### config.mk
export PLATFORM = sky130hd
export DESIGN_NAME = ps2_host_tx
export DESIGN_NICKNAME = d
export VERILOG_FILES = /design/src/rtl/ps2_pkg.sv /design/src/rtl/ps2_line_sync.sv /design/src/rtl/ps2_host_tx.sv
export SDC_FILE = /design/constraint.sdc
export NUM_CORES = 1
export LEC_CHECK = 0
export ABC_AREA = 1
export BUFFER_PORTS_ARGS = -buffer_cell sky130_fd_sc_hd__buf_2
export CAP_MARGIN = 0
export CORE_ASPECT_RATIO = 0.6
export CORE_MARGIN = 2
export CORE_UTILIZATION = 61
export DETAILED_ROUTE_END_ITERATION = 7
export PLACE_DENSITY_LB_ADDON = 0.12
export SLEW_MARGIN = 20
export SYNTH_ARGS = -nofsm -noshare
export SYNTH_HDL_FRONTEND = slang
export SYNTH_HIERARCHICAL = 1
export SYNTH_SLANG_ARGS = --single-unit
### constraint.sdc
create_clock -name CLK -period 2.5 [get_ports CLK]
set_input_delay 0.25 -clock CLK [delete_from_list [all_inputs] [get_ports CLK]]
set_output_delay 0.25 -clock CLK [all_outputs]
set_load 0.03 [all_outputs]
### src/rtl/ps2_pkg.sv
// ps2_pkg: shared PS/2 types, error codes and mouse command bytes.
package ps2_pkg;
    typedef enum logic [2:0] {IDLE, INHIBIT, REQ, SHIFT, WAIT_IDLE, ERR} state_e;
    localparam logic [1:0] ERR_START = 2'b01;
    localparam logic [1:0] ERR_XFER  = 2'b10;
    localparam logic [1:0] ERR_NOACK = 2'b11;
    localparam logic [7:0] CMD_RESET    = 8'hFF;
    localparam logic [7:0] CMD_ENABLE   = 8'hF4;
    localparam logic [7:0] CMD_SET_RATE = 8'hF3;
    localparam logic [7:0] CMD_GET_ID   = 8'hF2;
    localparam logic [7:0] CMD_SET_RES  = 8'hE8;
    function automatic logic odd_parity(input logic [7:0] b);
        return ~^b;
    endfunction
endpackage

### src/rtl/ps2_line_sync.sv
// ps2_line_sync: 2-FF synchroniser and falling-edge detect for one PS/2 line.
module ps2_line_sync (
    input  logic clk,
    input  logic rst_n,
    input  logic line_in,
    output logic sync,
    output logic fall
);
    logic meta_q, meta_d, sync_q, sync_d, prev_q, prev_d;
    always_comb begin
        meta_d = line_in;
        sync_d = meta_q;
        prev_d = sync_q;
    end
    // Idle PS/2 lines float high, so reset to 1 to avoid a spurious fall.
    always_ff @(posedge clk or negedge rst_n) begin
        if (!rst_n) begin
            meta_q <= 1'b1;
            sync_q <= 1'b1;
            prev_q <= 1'b1;
        end else begin
            meta_q <= meta_d;
            sync_q <= sync_d;
            prev_q <= prev_d;
        end
    end
    assign sync = sync_q;
    assign fall = prev_q & ~sync_q;
endmodule

### src/rtl/ps2_host_tx.sv
// ps2_host_tx: host-to-device PS/2 byte transmitter with inhibit, request-to-send,
// device-clocked shifting, acknowledge check and start/transfer timeouts.
module ps2_host_tx import ps2_pkg::*; #(
    parameter int INHIBIT_CYCLES = 10000,
    parameter int START_TIMEOUT  = 1500000,
    parameter int XFER_TIMEOUT   = 200000
) (
    input  logic       CLK,
    input  logic       RESET,
    input  logic       CLK_MOUSE_IN,
    input  logic       DATA_MOUSE_IN,
    output logic       CLK_MOUSE_OUT_EN,
    output logic       DATA_MOUSE_OUT_EN,
    input  logic       SEND_BYTE,
    input  logic [7:0] BYTE_TO_SEND,
    output logic       BUSY,
    output logic       BYTE_SENT,
    output logic       ERROR,
    output logic [1:0] ERR_CODE
);
    state_e      state_q, state_d;
    logic [9:0]  frame_q, frame_d;
    logic [3:0]  bit_cnt_q, bit_cnt_d;
    logic [20:0] cnt_q, cnt_d, cnt_inc;
    logic        clk_en_q, clk_en_d, data_en_q, data_en_d, sent_q, sent_d;
    logic [1:0]  code_q, code_d, fail;
    logic        clk_sync, clk_fall, data_sync, data_fall_unused;

    ps2_line_sync u_clk_sync (.clk(CLK), .rst_n(RESET), .line_in(CLK_MOUSE_IN), .sync(clk_sync), .fall(clk_fall));
    ps2_line_sync u_data_sync (.clk(CLK), .rst_n(RESET), .line_in(DATA_MOUSE_IN), .sync(data_sync), .fall(data_fall_unused));

    always_comb begin
        cnt_inc   = (&cnt_q) ? cnt_q : cnt_q + 21'd1;
        state_d   = state_q;
        frame_d   = frame_q;
        bit_cnt_d = bit_cnt_q;
        cnt_d     = cnt_inc;
        clk_en_d  = clk_en_q;
        data_en_d = data_en_q;
        sent_d    = 1'b0;
        code_d    = code_q;
        fail      = 2'b00;
        case (state_q)
            IDLE: begin
                cnt_d     = '0;
                bit_cnt_d = '0;
                if (SEND_BYTE) begin
                    frame_d  = {1'b1, odd_parity(BYTE_TO_SEND), BYTE_TO_SEND};
                    clk_en_d = 1'b1;
                    state_d  = INHIBIT;
                end
            end
            INHIBIT: begin
                if (cnt_q >= 21'(INHIBIT_CYCLES)) begin
                    clk_en_d = 1'b0;
                    cnt_d    = '0;
                    state_d  = REQ;
                end else if (cnt_q >= 21'(INHIBIT_CYCLES - 1)) begin
                    data_en_d = 1'b1;
                end
            end
            REQ: begin
                if (clk_fall) begin
                    data_en_d = ~frame_q[0];
                    frame_d   = {1'b0, frame_q[9:1]};
                    bit_cnt_d = 4'd1;
                    cnt_d     = '0;
                    state_d   = SHIFT;
                end else if (cnt_inc >= 21'(START_TIMEOUT)) begin
                    fail = ERR_START;
                end
            end
            SHIFT: begin
                // Edges 1..10 carry data, parity and stop; edge 11 is the device ack.
                if (clk_fall) begin
                    bit_cnt_d = bit_cnt_q + 4'd1;
                    if (bit_cnt_q < 4'd10) begin
                        data_en_d = ~frame_q[0];
                        frame_d   = {1'b0, frame_q[9:1]};
                    end else if (data_sync) begin
                        fail = ERR_NOACK;
                    end else begin
                        state_d = WAIT_IDLE;
                    end
                end else if (cnt_inc >= 21'(XFER_TIMEOUT)) begin
                    fail = ERR_XFER;
                end
            end
            WAIT_IDLE: begin
                if (clk_sync && data_sync) begin
                    sent_d  = 1'b1;
                    state_d = IDLE;
                end else if (cnt_inc >= 21'(XFER_TIMEOUT)) begin
                    fail = ERR_XFER;
                end
            end
            default: state_d = IDLE;
        endcase
        if (fail != 2'b00) begin
            state_d   = ERR;
            code_d    = fail;
            clk_en_d  = 1'b0;
            data_en_d = 1'b0;
        end
    end

    always_ff @(posedge CLK or negedge RESET) begin
        if (!RESET) begin
            state_q   <= IDLE;
            frame_q   <= '0;
            bit_cnt_q <= '0;
            cnt_q     <= '0;
            clk_en_q  <= 1'b0;
            data_en_q <= 1'b0;
            sent_q    <= 1'b0;
            code_q    <= 2'b00;
        end else begin
            state_q   <= state_d;
            frame_q   <= frame_d;
            bit_cnt_q <= bit_cnt_d;
            cnt_q     <= cnt_d;
            clk_en_q  <= clk_en_d;
            data_en_q <= data_en_d;
            sent_q    <= sent_d;
            code_q    <= code_d;
        end
    end

    assign CLK_MOUSE_OUT_EN  = clk_en_q;
    assign DATA_MOUSE_OUT_EN = data_en_q;
    assign BUSY              = (state_q != IDLE);
    assign BYTE_SENT         = sent_q;
    assign ERROR             = (state_q == ERR);
    assign ERR_CODE          = code_q;
endmodule

Yosys cells after proc, flatten, opt, wreduce, memory -nomap -nowiden
Cells that the tools add are included.
- output and inout bits: 7
- bits of input ports: 13
- register bits: 48
- word-level logic and storage cells: 98
- bitwise gates (word level): 3
- multiplexer cells: 42
- add/subtract/negate cells: 2
- reductions and logical operators: 14
- equality and inequality tests: 19
- $lt $le $gt $ge: 5
- operators by type and width (operator ; count):
    21-bit two-way mux ; 3
    21-bit case mux with 3 select lines ; 1
    21-bit by 14-bit greater-or-equal comparator with 1-bit output (second input constant) ; 2
    10-bit two-way mux ; 4
    3-bit != test (second input constant) ; 10
    10-bit case mux with 3 select lines ; 1
    3-bit two-way mux ; 8
    21-bit by 1-bit adder with 21-bit output (second input constant) ; 1
    21-bit by 18-bit greater-or-equal comparator with 1-bit output (second input constant) ; 1
    21-bit greater-or-equal comparator (second input constant) ; 1
    21-bit AND reduction ; 1
    3-bit case mux with 5 select lines ; 1
    1-bit two-way mux ; 13
    4-bit case mux with 3 select lines ; 1
    2-bit two-way mux ; 5
    3-bit nonzero test ; 3
    4-bit two-way mux ; 2
    2-bit != test (second input constant) ; 4
    8-bit XNOR reduction ; 1
    7-bit AND reduction ; 1
    3-bit by 2-bit == test with 1-bit output (second input constant) ; 2
    3-bit == test (second input constant) ; 2
    2-bit case mux with 3 select lines ; 1
    3-bit AND reduction ; 2
    13 further kinds ; 14

Depth between registers and ports, before layout
- depth after elaboration: 9
- mapped depth: 17
- depth with buffers taken out: 16

Hierarchy
Netlist, hierarchy kept.
- by module, submodules not included (module ; instances ; sequential area each (sq um) ; area an instance (sq um) ; cells each):
    ps2_host_tx ; 1 ; 1076.0 ; 2865.2 ; 410
    ps2_line_sync ; 2 ; 78.8 ; 88.8 ; 5

Least setup slack after synthesis
No wires, ideal clock.
- path type: register to register
- start: reg cnt_q[1]
- end: reg clk_en_q (netlist: CLK_MOUSE_OUT_EN)
- setup time: 0.122 ns
- slack: 0.556 ns
- arrival time: 1.822 ns
- buffers on the path: 2
- period minus slack after synthesis: 1.944 ns
- required time: 2.378 ns
- stages on the path, launching flop included: 17
- cell sequence: dfrtp_1 ha_1 nand3_2 inv_2 nand2_4 nor2_4 nand2_2 buf_6 buf_6 nand2_1 nand2_1 nor2_2 nand3_1 nand2_1 nand2_2 nand3_2 nor2_1
- longest elaborated chain between the ends: 9
- elaborated cells on any way between the ends: 18
- classes of those cells: add/sub (1); order compare (3); eq/ne (2); mux (8); reduce/logical (4)
- ends and longest elaborated chain (element ; line ; source):
    start: declaration ; ps2_host_tx.sv:24 ; logic [20:0] cnt_q, cnt_d, cnt_inc;
    start signal: assignment ; ps2_host_tx.sv:121 ; cnt_q <= cnt_d;
    21-bit by 1-bit adder with 21-bit output or 21-bit AND reduction (tied branches) ; ps2_host_tx.sv:33 ; cnt_inc = (&cnt_q) ? cnt_q : cnt_q + 21'd1;
    21-bit two-way mux ; ps2_host_tx.sv:33 ;
    21-bit greater-or-equal comparator or 21-bit by 18-bit greater-or-equal comparator with 1-bit output (tied branches) ; ps2_host_tx.sv:69, ps2_host_tx.sv:85, ps2_host_tx.sv:93 ;
    1-bit two-way mux or 2-bit two-way mux (tied branches) ; ps2_host_tx.sv:69, ps2_host_tx.sv:85, ps2_host_tx.sv:93 ;
    1-bit two-way mux (tied with other cells) ; ps2_host_tx.sv:63 ; if (clk_fall) begin
    2-bit case mux with 3 select lines ; ps2_host_tx.sv:43 ; case (state_q)
    2-bit nonzero test ; ps2_host_tx.sv:99 ; if (fail != 2'b00) begin
    3-bit != test (no source line) or 3-bit nonzero test (tied branches) ; - ;
    3-bit AND reduction (no source line) ; - ;
    end signal: assignment ; ps2_host_tx.sv:122 ; clk_en_q <= clk_en_d;
    end: declaration ; ps2_host_tx.sv:25 ; logic clk_en_q, clk_en_d, data_en_q, data_en_d, sent_q, sent_d;
Parallel ways exist; a longest one is shown, timed or not.
A chain may end at the register's enable or synchronous reset.

Worst setup path after layout
Ends and elaborated chain as after synthesis.

==> impl_results.md <==
* Cell Pwr Density at 826 nW/um^2
* Clk_skew at 3.38 ps
* Maximum clock rate at 0.455 GHz
* Critical path launch point type: flip-flop
* R2r worst-path depth at 17
* Pint at 1.60 mW
* # diodes at 0
* H-tree levels at 2
* Drt wl/cell at 14.9 um
* Switching fraction of total power at 0.417
* Setup bufs post-CTS at 0
* Cells after Synth at 417
* Dpl hpwl at 5.95 mm
* CP required at 2700 ps
* Max Buffers Root-to-Sink at 2
* Worst R2R Setup Slack at 300 ps
* Total net switching power at 1.14 mW
* Height of the die at 58.4 um
* Worst-Margin Slew at 559 ps
* CTS Root Cell: clkbuf_8
* RSZ-0062 raised after global routing: false
* Gpl congestion at 0.995
* # resized after CTS at 0
* Hold crit path type: in -> reg
* Post-Place Cells at 500
* Max IR drop VDD at 619 uV
* WS Path Type: reg -> reg
* TritonCTS clock tree: yes
* Leak Pwr at 1.64 nW
* Final core occ at 0.713
* Area Growth Syn to Fin at 10.5%
* Warnings, synthesis at 6
* Area of the multi-input gates at 1530 sq um
* Final hold violations at 0
* Inserted Clock Buffers at 5
* Tcrit/Tclk final at 0.879
* Register area at 1210 sq um
* Clock insertion delay at the later pin of the skew report at 310 ps
* Via Count at 2819
* Vias in the first global route at 2461
* Largest net degree at the start of global routing at 33
* Final Setup Violations at 0
* # DRC at 0
* Setup TNS at 0 ps
* Critical R2R Launch: cnt_q[1]
* Fillers at 399
* Core Region at 4660 sq um
* First-pass GRT wire length at 12.5 mm
* Die area at 5520 sq um
* FF-to-FF End: CLK_MOUSE_OUT_EN
* DIE WIDTH at 94.6 um
* Vias/cell at 5.54
* CP Capture Point: CLK_MOUSE_OUT_EN
* Initial antenna violation count at 0
* GRT overflow at 0
* Worst-path fanout max at 17
* Nature of the critical path endpoint: flip-flop
* Comb pwr share at 0.407
* Max Cap Violations at 0
* Number of clock sinks at 48
* GRT Overall Usage at 0.306
* Crit. Startpoint: cnt_q[1]
* Final Max Slew Viols at 0
* Min Tclk post-route at 2200 ps
* Layout cells sized above 1 at 0.157
* Placed cell area at 3200 sq um
* Worst-path clk slew at 100 ps
* # rows at 19
* WL final at 7.60 mm
* Cell mode on critical path: nand2_2
* Status: finished clean
* Flop pwr share at 0.378
* Nets at 461
* CP cell instances: ha_1 -> nand3_2 -> inv_2 -> nand2_4 -> nor2_4 -> nand2_2 -> buf_4 -> nand2_2 -> nand2_2 -> nand2_2 -> nand2_1 -> nor2_1 -> nand3_1 -> nand2_1 -> nand2_2 -> nand3_2 -> nor2_1
* Slew headroom at 0.623
* Critical Path AT at 2400 ps
* Initial Utilization at 0.645
* Clk pwr share at 0.216
* Top-level port count at 20
* Post-synthesis net count at 433
* Post-route insts no fill at 509
* Starting DRT DRC Count at 408
* Port Buffers at 19
* Max stage delay on crit path at 380 ps
* Post-route cell area at 3320 sq um
* Syn Std Cell Area at 3010 sq um
* ANT nets after route at 0
* First-pass detailed-route iteration total at 6
* Synthesized area per cell at 7.21 sq um
* CP max-delay cell: dfrtp_1
-- per-layer routing --
| layer | global-route usage | wire length, um | vias up |
|---|---|---|---|
| met5 | 0 | 0 | - |
| met2 | 0.354 | 2570 | 184 |
| met4 | 0.0373 | 49 | 0 |
| met1 | 0.512 | 3820 | 1238 |
| met3 | 0.140 | 1160 | 8 |
| li1 | - | - | 1389 |
-- sequential cells by signal (all words and copies together) (netlist names), 2 cells and up --
register,count
bit_cnt_q,4
frame_q,10
cnt_q,21
ERR_CODE,2
state_q,3
-- critical path: cells and delay by family (launching register included) --
kind          cells  cell delay (ps)
simple gates     14             1170
buf+inv           2              350
fa+ha+maj         1              180
flops             1              380
-- worst min path at each step --
stage / startpoint / end / slack (ps) / depth (start not counted)
CTS: DATA_MOUSE_IN / u_data_sync/meta_q / 20 / 1
finish: DATA_MOUSE_IN / u_data_sync/meta_q / 30 / 1
floorplan: RESET / BYTE_SENT / -50 / 0
global placement: RESET / cnt_q[9] / 200 / 1
global route: CLK_MOUSE_IN / u_clk_sync/meta_q / 10 / 1
detailed placement: RESET / cnt_q[9] / 200 / 1
-- cell usage in the layout (no fill, tap or decap), types with 3 or more instances in the layout --
cell type and count:
a21oi_1 18, a31oi_1 3, buf_2 19, buf_4 9
clkbuf_8 5, dfrtp_1 43, dfstp_2 5, ha_1 3
inv_1 57, nand2_1 110, nand2_2 9, nand3_1 25
nand3_2 6, nand3b_1 3, nand4_1 8, nor2_1 49
nor2_2 7, nor2_4 3, o211ai_1 10, o21ai_0 22
xnor2_1 6, xor2_1 6
-- power groups by stage --
| stage | Clock [mW] | Combinational [mW] | Sequential (mW) |
|---|---|---|---|
| floorplan | 0 | 0.740 | 1.06 |
| global placement | 0 | 1.07 | 1.04 |
| detailed placement | 0 | 1.07 | 1.05 |
| CTS | 0.599 | 1.09 | 1.03 |
| global route | 0.635 | 1.26 | 1.05 |
| finish | 0.592 | 1.12 | 1.04 |
-- final cells by class --
class,instances,area share
Multi-Input combinational cell,302,0.460
Sequential cell,48,0.363
Inverter,59,0.0666
Timing Repair Buffer,29,0.0520
Tap cell,63,0.0237
Clock buffer,5,0.0207
Clock inverter,3,0.0139
-- metrics by stage --
step / worst slack, ps / power, mW / hold slack [ps]
final: 303 / 2.74 / 30.3
after global routing: 92.6 / 2.95 / 10.3
after CTS: 331 / 2.72 / 22.1
after detailed placement: 352 / 2.12 / 201
after global placement: 408 / 2.11 / 201
after floorplan: 556 / 1.80 / -45.6
-- repair_timing --
action	4_1_cts	5_1_grt
hold buffers	1	0
hold endpoints to repair	16	0
setup endpoints to repair	0	0
No activity file was read; power rests on OpenSTA's default activity.
